**src/rtl/rca_seq_ctrl.sv**
```systemverilog
// Nibble-serial wide adder/subtractor built around one 4-bit ripple-carry adder.
// Define RCA_SEQ_SUB_EN to honour the op input (A - B); otherwise the block is add-only.

module rca (
   input  logic [3:0] i_a,
   input  logic [3:0] i_b,
   input  logic       i_cin,
   output logic [3:0] o_sum,
   output logic       o_cout
);
   logic [4:0] w_c;

   assign w_c[0] = i_cin;

   for (genvar g = 0; g < 4; g++) begin : g_fa
      assign o_sum[g]  = i_a[g] ^ i_b[g] ^ w_c[g];
      assign w_c[g+1]  = (i_a[g] & i_b[g]) | (w_c[g] & (i_a[g] ^ i_b[g]));
   end

   assign o_cout = w_c[4];
endmodule

module rca_seq_ctrl #(
   parameter int NIBBLES = 4
) (
   input  logic                 clk,
   input  logic                 rst_n,
   input  logic                 in_valid,
   output logic                 in_ready,
   input  logic [4*NIBBLES-1:0] a,
   input  logic [4*NIBBLES-1:0] b,
   input  logic                 op,
   output logic                 out_valid,
   input  logic                 out_ready,
   output logic [4*NIBBLES-1:0] sum,
   output logic                 cout,
   output logic                 ovf,
   output logic [1:0]           dbg_state
);
   localparam int W    = 4 * NIBBLES;
   localparam int IDXW = (NIBBLES > 1) ? $clog2(NIBBLES) : 1;
   localparam logic [IDXW-1:0] IDX_LAST = IDXW'(NIBBLES - 1);

   localparam logic [1:0] S_IDLE = 2'd0;
   localparam logic [1:0] S_RUN  = 2'd1;
   localparam logic [1:0] S_DONE = 2'd2;

   // Handshake: a transfer happens on a rising edge where valid and ready are
   // both high; in_ready is high only in IDLE, out_valid only in DONE.

   logic [1:0]      r_state;
   logic [W-1:0]    r_a;
   logic [W-1:0]    r_b;
   logic [W-1:0]    r_sum;
   logic [IDXW-1:0] r_idx;
   logic            r_carry;
   logic            r_cout;
   logic            r_ovf;

   logic            w_op_eff;
   logic [W-1:0]    w_b_eff;
   logic [W-1:0]    w_a_sh;
   logic [W-1:0]    w_b_sh;
   logic [3:0]      w_a_nib;
   logic [3:0]      w_b_nib;
   logic [3:0]      w_rca_sum;
   logic            w_rca_cout;

`ifdef RCA_SEQ_SUB_EN
   // B is stored already inverted so the RUN datapath needs no op mux.
   assign w_op_eff = op;
   assign w_b_eff  = op ? ~b : b;
`else
   logic w_unused_op;
   assign w_unused_op = op;
   assign w_op_eff    = 1'b0;
   assign w_b_eff     = b;
`endif

   assign w_a_sh  = r_a >> {r_idx, 2'b00};
   assign w_b_sh  = r_b >> {r_idx, 2'b00};
   assign w_a_nib = w_a_sh[3:0];
   assign w_b_nib = w_b_sh[3:0];

   rca u_rca (
      .i_a    (w_a_nib),
      .i_b    (w_b_nib),
      .i_cin  (r_carry),
      .o_sum  (w_rca_sum),
      .o_cout (w_rca_cout)
   );

   always_ff @(posedge clk or negedge rst_n) begin
      if (!rst_n) begin
         r_state <= S_IDLE;
         r_a     <= '0;
         r_b     <= '0;
         r_sum   <= '0;
         r_idx   <= '0;
         r_carry <= 1'b0;
         r_cout  <= 1'b0;
         r_ovf   <= 1'b0;
      end else begin
         case (r_state)
            S_IDLE: begin
               if (in_valid) begin
                  r_a     <= a;
                  r_b     <= w_b_eff;
                  r_carry <= w_op_eff;
                  r_idx   <= '0;
                  r_state <= S_RUN;
               end
            end
            S_RUN: begin
               for (int i = 0; i < NIBBLES; i++) begin
                  if (r_idx == IDXW'(i)) r_sum[4*i +: 4] <= w_rca_sum;
               end
               r_carry <= w_rca_cout;
               if (r_idx == IDX_LAST) begin
                  r_cout  <= w_rca_cout;
                  // Carry into the MSB xor carry out of it, with the MSB carry-in recovered from the sum bit.
                  r_ovf   <= r_a[W-1] ^ r_b[W-1] ^ w_rca_sum[3] ^ w_rca_cout;
                  r_idx   <= '0;
                  r_state <= S_DONE;
               end else begin
                  r_idx <= r_idx + 1'b1;
               end
            end
            S_DONE: begin
               if (out_ready) r_state <= S_IDLE;
            end
            default: r_state <= S_IDLE;
         endcase
      end
   end

   assign in_ready  = (r_state == S_IDLE);
   assign out_valid = (r_state == S_DONE);
   assign sum       = r_sum;
   assign cout      = r_cout;
   assign ovf       = r_ovf;
   assign dbg_state = r_state;
endmodule

```
**config.mk**
```make
export PLATFORM = sky130hd
export DESIGN_NAME = rca_seq_ctrl
export DESIGN_NICKNAME = d
export VERILOG_FILES = /design/src/rtl/rca_seq_ctrl.sv
export SDC_FILE = /design/constraint.sdc
export NUM_CORES = 1
export LEC_CHECK = 0
export ABC_AREA = 1
export BUFFER_PORTS_ARGS = -buffer_cell sky130_fd_sc_hd__buf_4
export CAP_MARGIN = 25
export CORE_MARGIN = 4
export CORE_UTILIZATION = 40
export CTS_CLUSTER_SIZE = 24
export DETAILED_ROUTE_END_ITERATION = 6
export SETUP_SLACK_MARGIN = 0.05
export SLEW_MARGIN = 20
export SYNTH_ARGS = -nofsm -noshare
export SYNTH_HDL_FRONTEND = slang
export SYNTH_SLANG_ARGS = --single-unit
export TNS_END_PERCENT = 1
```
**constraint.sdc**
```tcl
create_clock -name clk -period 4 [get_ports clk]
set_input_delay 0.6 -clock clk [delete_from_list [all_inputs] [get_ports clk]]
set_output_delay 0.6 -clock clk [all_outputs]
set_load 0.02 [all_outputs]
```
==> impl_metrics.yaml <==
yosys:
  ys_seq_elements: 55
  syn_avg_cell_area_um2: 8.70
  ys_types: 23
  yosysSeqAreaShare_pct: 53.4
  synth_fp_nets: 341
  synth_top_area_share_pct: 53.4
  yosys_warnings: 0
  synthTopCellsByArea: "dfrtp_1 (53%), nand2_1 (15%), nand3_1 (7.2%)"
  syn_area_um2: 2570
  netlist_instances: 296
  yosysTopAreaCell: "dfrtp_1"
power:
  seqPwrFrac_pct: 33.3
  powerDensity_nw_per_um2: 950
  p_leak_uw: 0.00165
  swShare_pct: 46.8
  vdd_drop_max_v: 0.000402
  p_total_uw: 2990
  p_clk_share_pct: 13.0
  share_comb_of_total_power_pct: 53.7
  intPower_uw: 1590
  power.switching_uw: 1400
global_routing:
  grt_pass1_vias: 2117
  antenna_found_initial: 0
  grtUsageTotal_pct: 16.2
  grt_overflow: 0
  grt_pass1_wl_um: 9780
  grt_max_degree: 56
setup_path:
  worst-r2r-setup-slack_ps: 570
  arrival_ps: 3630
  required_ps: 4200
  r2r_start: "r_idx[1]"
  start_kind: "register"
  cp-end-kind: "register"
  crit_type: "register to register"
  r2r_cells: 15
  crit_fanout: 11
  startpoint: "r_idx[1]"
die:
  die_h_um: 88.2
  start_util_pct: 42.2
  die_area_um2: 7790
  die_x_um: 88.2
  rows: 28
  boundaryPins: 59
  core-area_um2: 6100
final_layout:
  instances_no_fill: 424
  diodes: 0
  nNetsFinal: 393
  syn2layout_area_growth_pct: 22.3
  mostFrequentLayoutCells: "nand2_1 (102), buf_4 (58), dfrtp_1 (55)"
  fillers: 644
  final_common_cell: "nand2_1"
  layout-drive-gt1-share_pct: 23.2
timing:
  tightest_slew_ps: 690
  finalSetupViolCount: 0
  max-slew-margin-rel_pct: 53.9
  setup-tns-final_ps: 0
  timing.final.crit_share_pct: 85.6
  fin_crit_ps: 3430
  hold_viol: 0
  worst_hold_slack_ps: 329
  slew_viol_final: 0
  rsz0062_at_grt: "false"
  fin_skew_ps: 10.5
  max_freq_mhz: 292
clock_network:
  cts_setup_buffers: 0
  clock_latency_ps: 310
  clockBufferDepth: 2
  htreeDepth: 2
  postCtsHoldBufs: 0
  ctsRootBufferMaster: "clkbuf_8"
  clk_pin_slew_ps: 100
  cts_resized: 0
  cts_made_buffers: 5
  clock_sinks: 55
  cts_tree: "yes"
route:
  post-route-drc-count: 0
  vias_per_cell: 4.91
  drt_wl_total_um: 5550
  ant_nets: 0
  vias: 2081
  drt_first_pass_iters: 5
  routedWlPerCell_um: 13.1
  drt_iter0_markers: 96
placed_design:
  gp_congestion: 0.795
  place_hpwl_um: 3960
  io_buffers: 57
  dp_cells: 416
min_path:
  hp-class: "primary input to async pin"
outcome:
  outcome: "finished, final reports clean"
flow_run:
  cap_violations: 0
[cell usage after synthesis]
cell type,count
nand2_1,102
dfrtp_1,55
nand3_1,37
o21ai_0,28
nor2_1,17
inv_1,11
buf_2,6
o22ai_1,6
o21ai_2,5
fa_1,4
ha_1,4
buf_4,3
nand2_2,3
a21oi_1,2
clkbuf_1,2
inv_2,2
nand2_4,2
nor2_4,2
buf_6,1
clkbuf_2,1
clkinv_1,1
clkinv_2,1
o31ai_1,1
[registers in the layout, indices dropped and copies added (netlist names)]
| name | cells |
|---|---|
| dbg_state | 2 |
| ovf | 1 |
| cout | 1 |
| r_b | 16 |
| r_idx | 2 |
| r_carry | 1 |
| r_a | 16 |
| sum | 16 |
[power groups by stage]
stage               Sequential (uW)  Combinational, uW  Clock [uW]
floorplan                      1070               1050           0
global placement               1010               1590           0
detailed placement             1010               1630           0
CTS                            1000               1640         397
global route                   1040               1850         427
finish                          998               1610         388
[metrics by stage]
stage / area, um2 / util, % / setup slack, ps
2_1_floorplan: 2570 / - / 1110
3_3_place_gp: 3030 / 49.7 / 695
3_5_place_dp: 3030 / 49.7 / 646
4_1_cts: 3150 / 51.7 / 594
5_1_grt: 3150 / 51.7 / 332
6_report: 3150 / 51.7 / 575
[worst paths after layout]
check / endpoint
max in group asynchronous: r_b[2]
min in group clk: dbg_state[1]
setup reg to reg: ovf
hold / removal: sum[13]
hold reg to reg: r_a[11]
setup / recovery: ovf
[critical path: stages, from the launching register on]
cell and delay (ps):
dfrtp_1 570, clkinv_1 370, o21ai_0 190, o22ai_1 120, fa_1 390, inv_1 80, fa_1 160, inv_1 50
fa_1 390, fa_1 490, inv_1 200, nand2_1 70, nand2_1 80, nand2_1 60, nand3_1 60, nand2_1 50
[cell type report]
type / instances / area, um2 / share of cell area (%)
multi-input combinational: 213 / 1060 / 33.8
sequential: 55 / 1380 / 43.7
tap: 75 / 93.8 / 2.98
clock buffer: 6 / 82.6 / 2.62
clock inverter: 2 / 38.8 / 1.23
timing repair buffer: 58 / 435 / 13.8
inverter: 15 / 57.6 / 1.83
[metal layers]
metal	track usage, %	wire [um]
met1	20.7	2530
met2	27.7	2660
met3	3.82	305
met4	4.12	61
met5	0	0
[kinds of logic (layout without fill, tap and decap cells)]
| family | count (synthesis) | count (layout) | share of synthesized area (%) |
|---|---|---|---|
| and+or+nand+nor | 163 | 163 | 27.0 |
| buffers and inverters | 28 | 81 | 5.20 |
| AOI/OAI and AO/OA | 42 | 42 | 9.28 |
| adders and majority gates | 8 | 8 | 5.05 |
| DFF | 55 | 55 | 53.4 |
(Power assumes the default switching activity.)
